File: src/rtl/uart_rx.sv
// Oversampling UART receiver for 8N1-style frames.
// Consumes the 16x b_tick strobe from the baud generator, centres on the start
// bit, samples each data bit at its middle and checks the stop bit. A received
// byte is presented with a one-clock rx_done pulse, alongside a framing-error flag.
module uart_rx #(
  parameter int DATA_BITS = 8,
  parameter int SAMPLING  = 16
) (
  input  logic                 clk,
  input  logic                 reset,
  input  logic                 b_tick,
  input  logic                 rx,
  output logic [DATA_BITS-1:0] rx_data,
  output logic                 rx_done,
  output logic                 frame_err,
  output logic                 rx_busy
);

  localparam int TW = $clog2(SAMPLING);
  localparam int BW = (DATA_BITS > 1) ? $clog2(DATA_BITS) : 1;

  localparam logic [TW-1:0] TICK_HALF = TW'(SAMPLING / 2 - 1);
  localparam logic [TW-1:0] TICK_LAST = TW'(SAMPLING - 1);
  localparam logic [BW-1:0] BIT_LAST  = BW'(DATA_BITS - 1);

  typedef enum logic [2:0] {
    S_IDLE,
    S_START,
    S_DATA,
    S_STOP,
    S_BREAK
  } state_t;

  state_t                 state_reg, state_next;
  logic [TW-1:0]          tick_cnt_reg, tick_cnt_next;
  logic [BW-1:0]          bit_cnt_reg, bit_cnt_next;
  logic [DATA_BITS-1:0]   shift_reg, shift_next;
  logic [DATA_BITS-1:0]   rx_data_reg, rx_data_next;
  logic                   frame_err_reg, frame_err_next;
  logic                   rx_done_reg, rx_done_next;
  logic                   rx_meta_reg, rxs_reg;

  // Two-flop synchroniser; both stages reset to the idle line level.
  always_ff @(posedge clk or posedge reset) begin
    if (reset) begin
      rx_meta_reg <= 1'b1;
      rxs_reg     <= 1'b1;
    end else begin
      rx_meta_reg <= rx;
      rxs_reg     <= rx_meta_reg;
    end
  end

  // State, counters, shifter and output registers.
  always_ff @(posedge clk or posedge reset) begin
    if (reset) begin
      state_reg     <= S_IDLE;
      tick_cnt_reg  <= '0;
      bit_cnt_reg   <= '0;
      shift_reg     <= '0;
      rx_data_reg   <= '0;
      frame_err_reg <= 1'b0;
      rx_done_reg   <= 1'b0;
    end else begin
      state_reg     <= state_next;
      tick_cnt_reg  <= tick_cnt_next;
      bit_cnt_reg   <= bit_cnt_next;
      shift_reg     <= shift_next;
      rx_data_reg   <= rx_data_next;
      frame_err_reg <= frame_err_next;
      rx_done_reg   <= rx_done_next;
    end
  end

  // Next-state and datapath decisions; every counter moves only on b_tick.
  always_comb begin
    state_next     = state_reg;
    tick_cnt_next  = tick_cnt_reg;
    bit_cnt_next   = bit_cnt_reg;
    shift_next     = shift_reg;
    rx_data_next   = rx_data_reg;
    frame_err_next = frame_err_reg;
    rx_done_next   = 1'b0;

    case (state_reg)
      S_IDLE: begin
        // A coincident b_tick is deliberately not counted here.
        if (!rxs_reg) begin
          state_next    = S_START;
          tick_cnt_next = '0;
        end
      end

      S_START: begin
        if (b_tick) begin
          if (tick_cnt_reg == TICK_HALF) begin
            if (!rxs_reg) begin
              state_next    = S_DATA;
              tick_cnt_next = '0;
              bit_cnt_next  = '0;
            end else begin
              // Line went back high before mid-start: treat as a glitch.
              state_next = S_IDLE;
            end
          end else begin
            tick_cnt_next = tick_cnt_reg + 1'b1;
          end
        end
      end

      S_DATA: begin
        if (b_tick) begin
          if (tick_cnt_reg == TICK_LAST) begin
            // Right shift so the first (LSB) bit ends up at bit 0.
            shift_next    = {rxs_reg, shift_reg[DATA_BITS-1:1]};
            tick_cnt_next = '0;
            if (bit_cnt_reg == BIT_LAST) begin
              state_next = S_STOP;
            end else begin
              bit_cnt_next = bit_cnt_reg + 1'b1;
            end
          end else begin
            tick_cnt_next = tick_cnt_reg + 1'b1;
          end
        end
      end

      S_STOP: begin
        if (b_tick) begin
          if (tick_cnt_reg == TICK_LAST) begin
            rx_data_next   = shift_reg;
            frame_err_next = ~rxs_reg;
            rx_done_next   = 1'b1;
            tick_cnt_next  = '0;
            state_next     = rxs_reg ? S_IDLE : S_BREAK;
          end else begin
            tick_cnt_next = tick_cnt_reg + 1'b1;
          end
        end
      end

      S_BREAK: begin
        // Hold off new frames until the line has returned high.
        if (rxs_reg) begin
          state_next = S_IDLE;
        end
      end

      default: begin
        state_next = S_IDLE;
      end
    endcase
  end

  assign rx_data   = rx_data_reg;
  assign rx_done   = rx_done_reg;
  assign frame_err = frame_err_reg;
  assign rx_busy   = (state_reg != S_IDLE);

endmodule

File: config.mk
export PLATFORM = sky130hd
export DESIGN_NAME = uart_rx
export DESIGN_NICKNAME = d
export VERILOG_FILES = /design/src/rtl/uart_rx.sv
export SDC_FILE = /design/constraint.sdc
export NUM_CORES = 1
export LEC_CHECK = 0
export CAP_MARGIN = 20
export CORE_UTILIZATION = 35
export DETAILED_ROUTE_END_ITERATION = 8
export REMOVE_ABC_BUFFERS = 1
export SYNTH_ARGS = -nofsm -noshare
export SYNTH_HDL_FRONTEND = slang
export SYNTH_SLANG_ARGS = --single-unit
export TNS_END_PERCENT = 20
File: constraint.sdc
create_clock -name clk -period 2 [get_ports clk]
set_input_delay 0.4 -clock clk [delete_from_list [all_inputs] [get_ports clk]]
set_output_delay 0.4 -clock clk [all_outputs]
set_load 0.03 [all_outputs]
==> run_results.csv, run 1 <==
group,metric,value,unit
sta,finalCriticalPeriod,1.76,ns
placement,globalplace.congestion,0.803,
setup_path,cp_data_arrival_time,1.36,ns
cts,cts.path.max_buffers,2,
placement,place.detailed.instances,181,
setup_path,reg2regPathDepth,5,
grt,grt-ovfl-total,0,
sta,report.final.slew_viol_count,0,
yosys,synth-seq-area-share,0.531,
final_layout,seqCellArea,753,sq um
sta,finalHoldViolCount,0,
detailed_routing,met1_length,1170,um
cts,tritoncts.num_buffers,5,
detailed_routing,ant_nets,0,
yosys,ys_ff_latch,30,
hold_path,hold_end,"rxs_reg",
detailed_routing,drt_first_iter_violations,48,
power,worst_ir_drop_vdd,483,uV
floorplanning,count_of_pins_on_the_block_boundary,15,
final_layout,layout.cells.most_common_list,"dfrtp_1 (28), mux2_2 (16), clkdlybuf4s50_1 (13), inv_1 (8), nand2_1 (7)",
detailed_routing,top_signal_layer_used,"met4",
cts,ctsHtreeMaxLevel,2,
cts,cts_hold_repair.buffers,0,
sta,setup-violations-final,0,
final_layout,num-nets-final,147,
hold_path,hp-start,"rx_meta_reg",
cts,clk_latency,0.28,ns
floorplanning,floorplan.die_area,4310,sq um
setup_path,worstSetupEndpointType,"primary output",
final_layout,layout_commonest_cell,"dfrtp_1",
grt,antenna_found_initial,0,
setup_path,worst_setup_path_start_kind,"flop",
floorplanning,initial_cell_density_of_the_core,0.376,
sta,setup_total_negative_slack,0,ns
final_layout,finalNonFillerCells,189,
yosys,post_synth_num_cell_types,37,
run,drv_cap,0,
yosys,synthFlopType,"dfrtp_1",
yosys,postSynthAreaPerCell,12.0,sq um
yosys,syn-cell-area,1420,sq um
floorplanning,fp.coreArea,3770,sq um
detailed_routing,drc,0,
yosys,syn_inst,118,
hold_path,worstHoldPathCells,0,
detailed_routing,met2RoutedLength,1160,um
cts,root_buffer,"clkbuf_8",
yosys,synth_enable_flop_cells,0,
detailed_routing,drt_first_pass_iters,4,
floorplanning,die_h,65.6,um
floorplanning,num_rows,22,
placement,pre_cts_slack,0.0391,ns
sta,postLayoutSetupSlackWorst,0.241,ns
sta,finalClockSkew,0.00512,ns
cts,cts.repair_timing.setup_buffer_count,0,
outcome,result_of_the_run,"finished clean",
final_layout,fillCellCount,351,
yosys,ys.warnings.count,0,
detailed_routing,routed-wl-met3,85,um
setup_path,crit_reg_reg_endpoint,"bit_cnt_reg[0]",
sta,transition_time_at_the_pin_with_the_least_slew_margin,0.399,ns
final_layout,drive_above_1_share,0.255,
sta,timing.final.crit_share,0.880,
cts,cts_resized,1,
detailed_routing,wl_per_cell,13.1,um
final_layout,insertedDiodeCount,0,
power,power.density_cell_area,1070,nW/um^2
cts,clkSlewWorstSetupHoldPaths,0.06,ns
yosys,synth-async-reset-ratio,1.00,
placement,dp_hpwl,1710,um
final_layout,area_occupied_by_multi_input_gates,589,sq um
floorplanning,die_x,65.6,um
sta,timing.hold.ws,0.355,ns
sta,timing.max_slew.rel_slack,0.733,
grt,first_global_vias,997,
detailed_routing,route.detailed.vias_per_inst,4.98,
setup_path,path_max_fanout,2,
setup_path,reg2reg_from,"bit_cnt_reg[0]",
final_layout,area_grow_syn2layout,25.1,%
grt,grt_first_pass_wirelength,4510,um
detailed_routing,num_vias,942,
hold_path,holdCritPathClass,"flop to flop",
setup_path,cp_data_required_time,1.60,ns
setup_path,timing.reg2reg.setup_slack,0.25,ns
cts,cts_sinks,30,
grt,grt.total_usage,0.141,
power,post-layout-total-power,1.89,mW
grt,grt_max_degree,31,
power,leakagePower,0.832,nW
sta,max_freq,0.568,GHz
sta,rsz_0062_raised_after_global_routing,"false",
cts,cts_tree,"done",
setup_path,worstSetupPathType,"flop to primary output",
detailed_routing,routed_wl,2480,um
placement,io_buffers,14,
-- where the power goes --
group          total [mW]  switching [mW]  internal, mW
Combinational       0.469           0.261         0.209
Clock               0.631           0.225         0.406
Sequential          0.793          0.0906         0.702
-- cells in the mapped netlist (2+ instances only) --
master    instances  area [sq um]
and2_1            2          12.5
o21ba_2           3          30.0
o211ai_1          3          22.5
ha_1              3          37.5
o21ai_0           4          20.0
a21oi_1           2          10.0
nand3_1           2          10.0
or3b_1            2          17.5
buf_4             2          15.0
dfstp_2           2          52.6
buf_2             3          15.0
mux2i_1           6          60.1
mux2_2           16           180
nand2_1           7          26.3
nor2b_1           2          12.5
nor2_1            4          15.0
inv_1             8          30.0
dfrtp_1          28           701
-- per-stage QoR --
stage / util / area, sq um
detailed placement: 0.440 / 1660
finish: 0.470 / 1770
floorplan: - / 1370
global route: 0.470 / 1770
global placement: 0.440 / 1660
CTS: 0.470 / 1770
-- per-layer routing --
layer  vias up  track usage
met5         -            0
li1        462            -
met3         8       0.0365
met2        12        0.221
met4         0       0.0815
met1       460        0.174
-- critical path, stage by stage (launching register included) --
cell and delay (ns):
dfrtp_1 0.37, or3_1 0.35, dlygate4sd2_1 0.36
-- final cells by class --
| type | count | share of cell area |
|---|---|---|
| Sequential cell | 30 | 0.425 |
| Multi-Input combinational cell | 73 | 0.332 |
| Tap cell | 48 | 0.0339 |
| Timing Repair Buffer | 22 | 0.126 |
| Clock inverter | 1 | 0.0169 |
| Inverter | 8 | 0.0169 |
| Clock buffer | 7 | 0.0487 |
-- kinds of logic (layout without fill, tap and decap cells) --
group	after synthesis	in the layout	synth area share
DFF	30	30	0.531
and+or+nand+nor	29	29	0.119
muxes	22	22	0.169
AOI/OAI and AO/OA	18	18	0.0944
buffers and inverters	15	38	0.0529
adders and majority gates	3	3	0.0265
xor gates and xnor gates	1	1	0.00618
-- how the worst max path moves through the flow --
stage	from	to	slack [ns]	cells past startpoint
after floorplan	tick_cnt_reg[1]	rx_data[0]	0.31	4
after global placement	b_tick	rx_data[5]	0.07	5
after detailed placement	b_tick	rx_data[4]	0.04	5
after CTS	state_reg[2]	rx_busy	0.23	2
after global routing	bit_cnt_reg[0]	bit_cnt_reg[0]	0.15	5
final	state_reg[2]	rx_busy	0.24	2
(Power assumes the default switching activity.)
==> run 2, diff against run 1 <==
--- a/config.mk
+++ b/config.mk
@@ -6,6 +6,7 @@
 export NUM_CORES = 1
 export LEC_CHECK = 0
 export CAP_MARGIN = 20
+export CORE_ASPECT_RATIO = 0.5
 export CORE_UTILIZATION = 35
 export DETAILED_ROUTE_END_ITERATION = 8
 export REMOVE_ABC_BUFFERS = 1
==> run_results.csv, run 2 (synthesized netlist as in run 1, its figures left out) <==
group,metric,value,unit
cts,cts_tree,"done",
hold_path,hold_end,"rxs_reg",
setup_path,crit_chain,"ha_1 > and4_1 > and4b_1 > buf_12 > mux2_2",
cts,ctsHtreeMaxLevel,2,
final_layout,layout_commonest_cell,"dfrtp_1",
setup_path,cp-startpoint,"tick_cnt_reg[1]",
setup_path,path_max_fanout,11,
sta,timing.max_slew.rel_slack,0.695,
detailed_routing,drc,0,
final_layout,area_grow_syn2layout,25.2,%
sta,setup-violations-final,0,
cts,tritoncts.num_buffers,5,
outcome,result_of_the_run,"finished clean",
final_layout,insertedDiodeCount,0,
sta,setup_total_negative_slack,0,ns
placement,io_buffers,14,
setup_path,cp_data_arrival_time,1.98,ns
setup_path,worstSetupPathType,"flop to flop",
hold_path,hp-start,"rx_meta_reg",
floorplanning,fp.coreArea,3640,sq um
grt,grt.total_usage,0.138,
power,post-layout-total-power,1.80,mW
grt,grt_first_pass_wirelength,4280,um
grt,first_global_vias,884,
detailed_routing,drt_first_iter_violations,31,
setup_path,critPathTopFamily,"simple AND/OR/NAND/NOR gates",
setup_path,timing.critical_path.slowest_cell_delay,0.40,ns
setup_path,worst_setup_path_start_kind,"flop",
final_layout,num-nets-final,148,
detailed_routing,routed_wl,2550,um
setup_path,timing.reg2reg.setup_slack,0.18,ns
detailed_routing,ant_nets,0,
sta,finalHoldViolCount,0,
setup_path,slowest_stage_cell_crit_path,"dfrtp_1",
sta,report.final.slew_viol_count,0,
detailed_routing,num_vias,958,
power,worst_ir_drop_vdd,389,uV
grt,antenna_found_initial,0,
detailed_routing,wl_per_cell,13.2,um
floorplanning,count_of_pins_on_the_block_boundary,15,
floorplanning,num_rows,15,
setup_path,reg2regPathDepth,5,
detailed_routing,drt_first_pass_iters,4,
cts,cts.repair_timing.setup_buffer_count,0,
setup_path,cp_data_required_time,2.16,ns
floorplanning,die_h,47,um
power,leakagePower,0.830,nW
sta,max_freq,0.550,GHz
setup_path,reg2reg_from,"tick_cnt_reg[1]",
placement,dp_hpwl,1720,um
final_layout,layout.cells.most_common_list,"dfrtp_1 (28), mux2_2 (16), clkdlybuf4s50_1 (13), inv_1 (8), nand2_1 (7)",
grt,grt-ovfl-total,0,
sta,finalCriticalPeriod,1.82,ns
floorplanning,die_x,92.0,um
cts,clk_latency,0.28,ns
run,drv_cap,0,
grt,grt_max_degree,22,
sta,finalClockSkew,0.00448,ns
cts,cts_sinks,30,
sta,timing.hold.ws,0.356,ns
sta,transition_time_at_the_pin_with_the_least_slew_margin,0.457,ns
hold_path,holdCritPathClass,"flop to flop",
floorplanning,initial_cell_density_of_the_core,0.389,
setup_path,worstSetupEndpointType,"flop",
hold_path,worstHoldPathCells,0,
setup_path,crit_reg_reg_endpoint,"rx_data[4]",
sta,rsz_0062_raised_after_global_routing,"false",
detailed_routing,route.detailed.vias_per_inst,4.96,
sta,timing.final.crit_share,0.909,
floorplanning,floorplan.die_area,4320,sq um
power,power.density_cell_area,1010,nW/um^2
placement,globalplace.congestion,0.760,
final_layout,drive_above_1_share,0.268,
setup_path,crit_path_buf_inv_count,1,
cts,cts.path.max_buffers,2,
cts,root_buffer,"clkbuf_8",
cts,clkSlewWorstSetupHoldPaths,0.07,ns
-- run 2: changes by cell type in the layout (fill, tap and decap cells not counted), sizes merged --
cell,previous run,this run
bufinv,1,0
buf,8,9
clkinvlp,0,1
clkinv,0,1
clkbuf,7,6
-- run 2: how the worst max path moves through the flow --
stage / slack, ns / cells past startpoint / to
floorplan: 0.31 / 4 / rx_data[0]
global placement: 0.03 / 5 / rx_data[3]
detailed placement: 0.02 / 5 / rx_data[4]
CTS: 0.20 / 5 / rx_data[4]
global route: 0.09 / 5 / rx_data[0]
finish: 0.18 / 5 / rx_data[4]
-- run 2: worst register-to-register path, cell delays in order, from the launching register on --
cell     delay, ns
dfrtp_1       0.40
ha_1          0.27
and4_1        0.27
and4b_1       0.28
buf_12        0.15
mux2_2        0.34
-- run 2: through the flow --
step,setup WS (ns),area [sq um],utilization,std cells
6_report,0.182,1780,0.488,193
5_1_grt,0.0862,1780,0.488,193
4_1_cts,0.197,1780,0.488,193
3_5_place_dp,0.0169,1680,0.462,185
3_3_place_gp,0.0258,1680,0.462,185
2_1_floorplan,0.315,1370,-,111
-- run 2: metal layers --
layer	global-route usage	vias to the layer above	share of wire
met3	0.0680	2	0.034
met1	0.190	472	0.53
met2	0.191	21	0.43
li1	-	463	-
met4	0.0469	0	0.0071
met5	0	-	0
-- run 2: repair_timing --
| item | in CTS | in global routing |
|---|---|---|
| hold buffers | 0 | 0 |
| endpoints found under the setup margin | 1 | 0 |
| gates resized for setup | 1 | 0 |
-- run 2: report_power, final --
| group | internal, mW | switching (mW) |
|---|---|---|
| Sequential | 0.702 | 0.0663 |
| Clock | 0.276 | 0.240 |
| Combinational | 0.223 | 0.290 |
| Total | 1.20 | 0.596 |
-- run 2: final cells by class --
cell class	count	area, sq um
inverters	8	30.0
multi-input cells	73	589
clock buffers	6	82.6
repair buffers	23	244
well taps	51	63.8
fillers	334	1870
clock inverters	2	12.5
flip-flops and latches	30	753
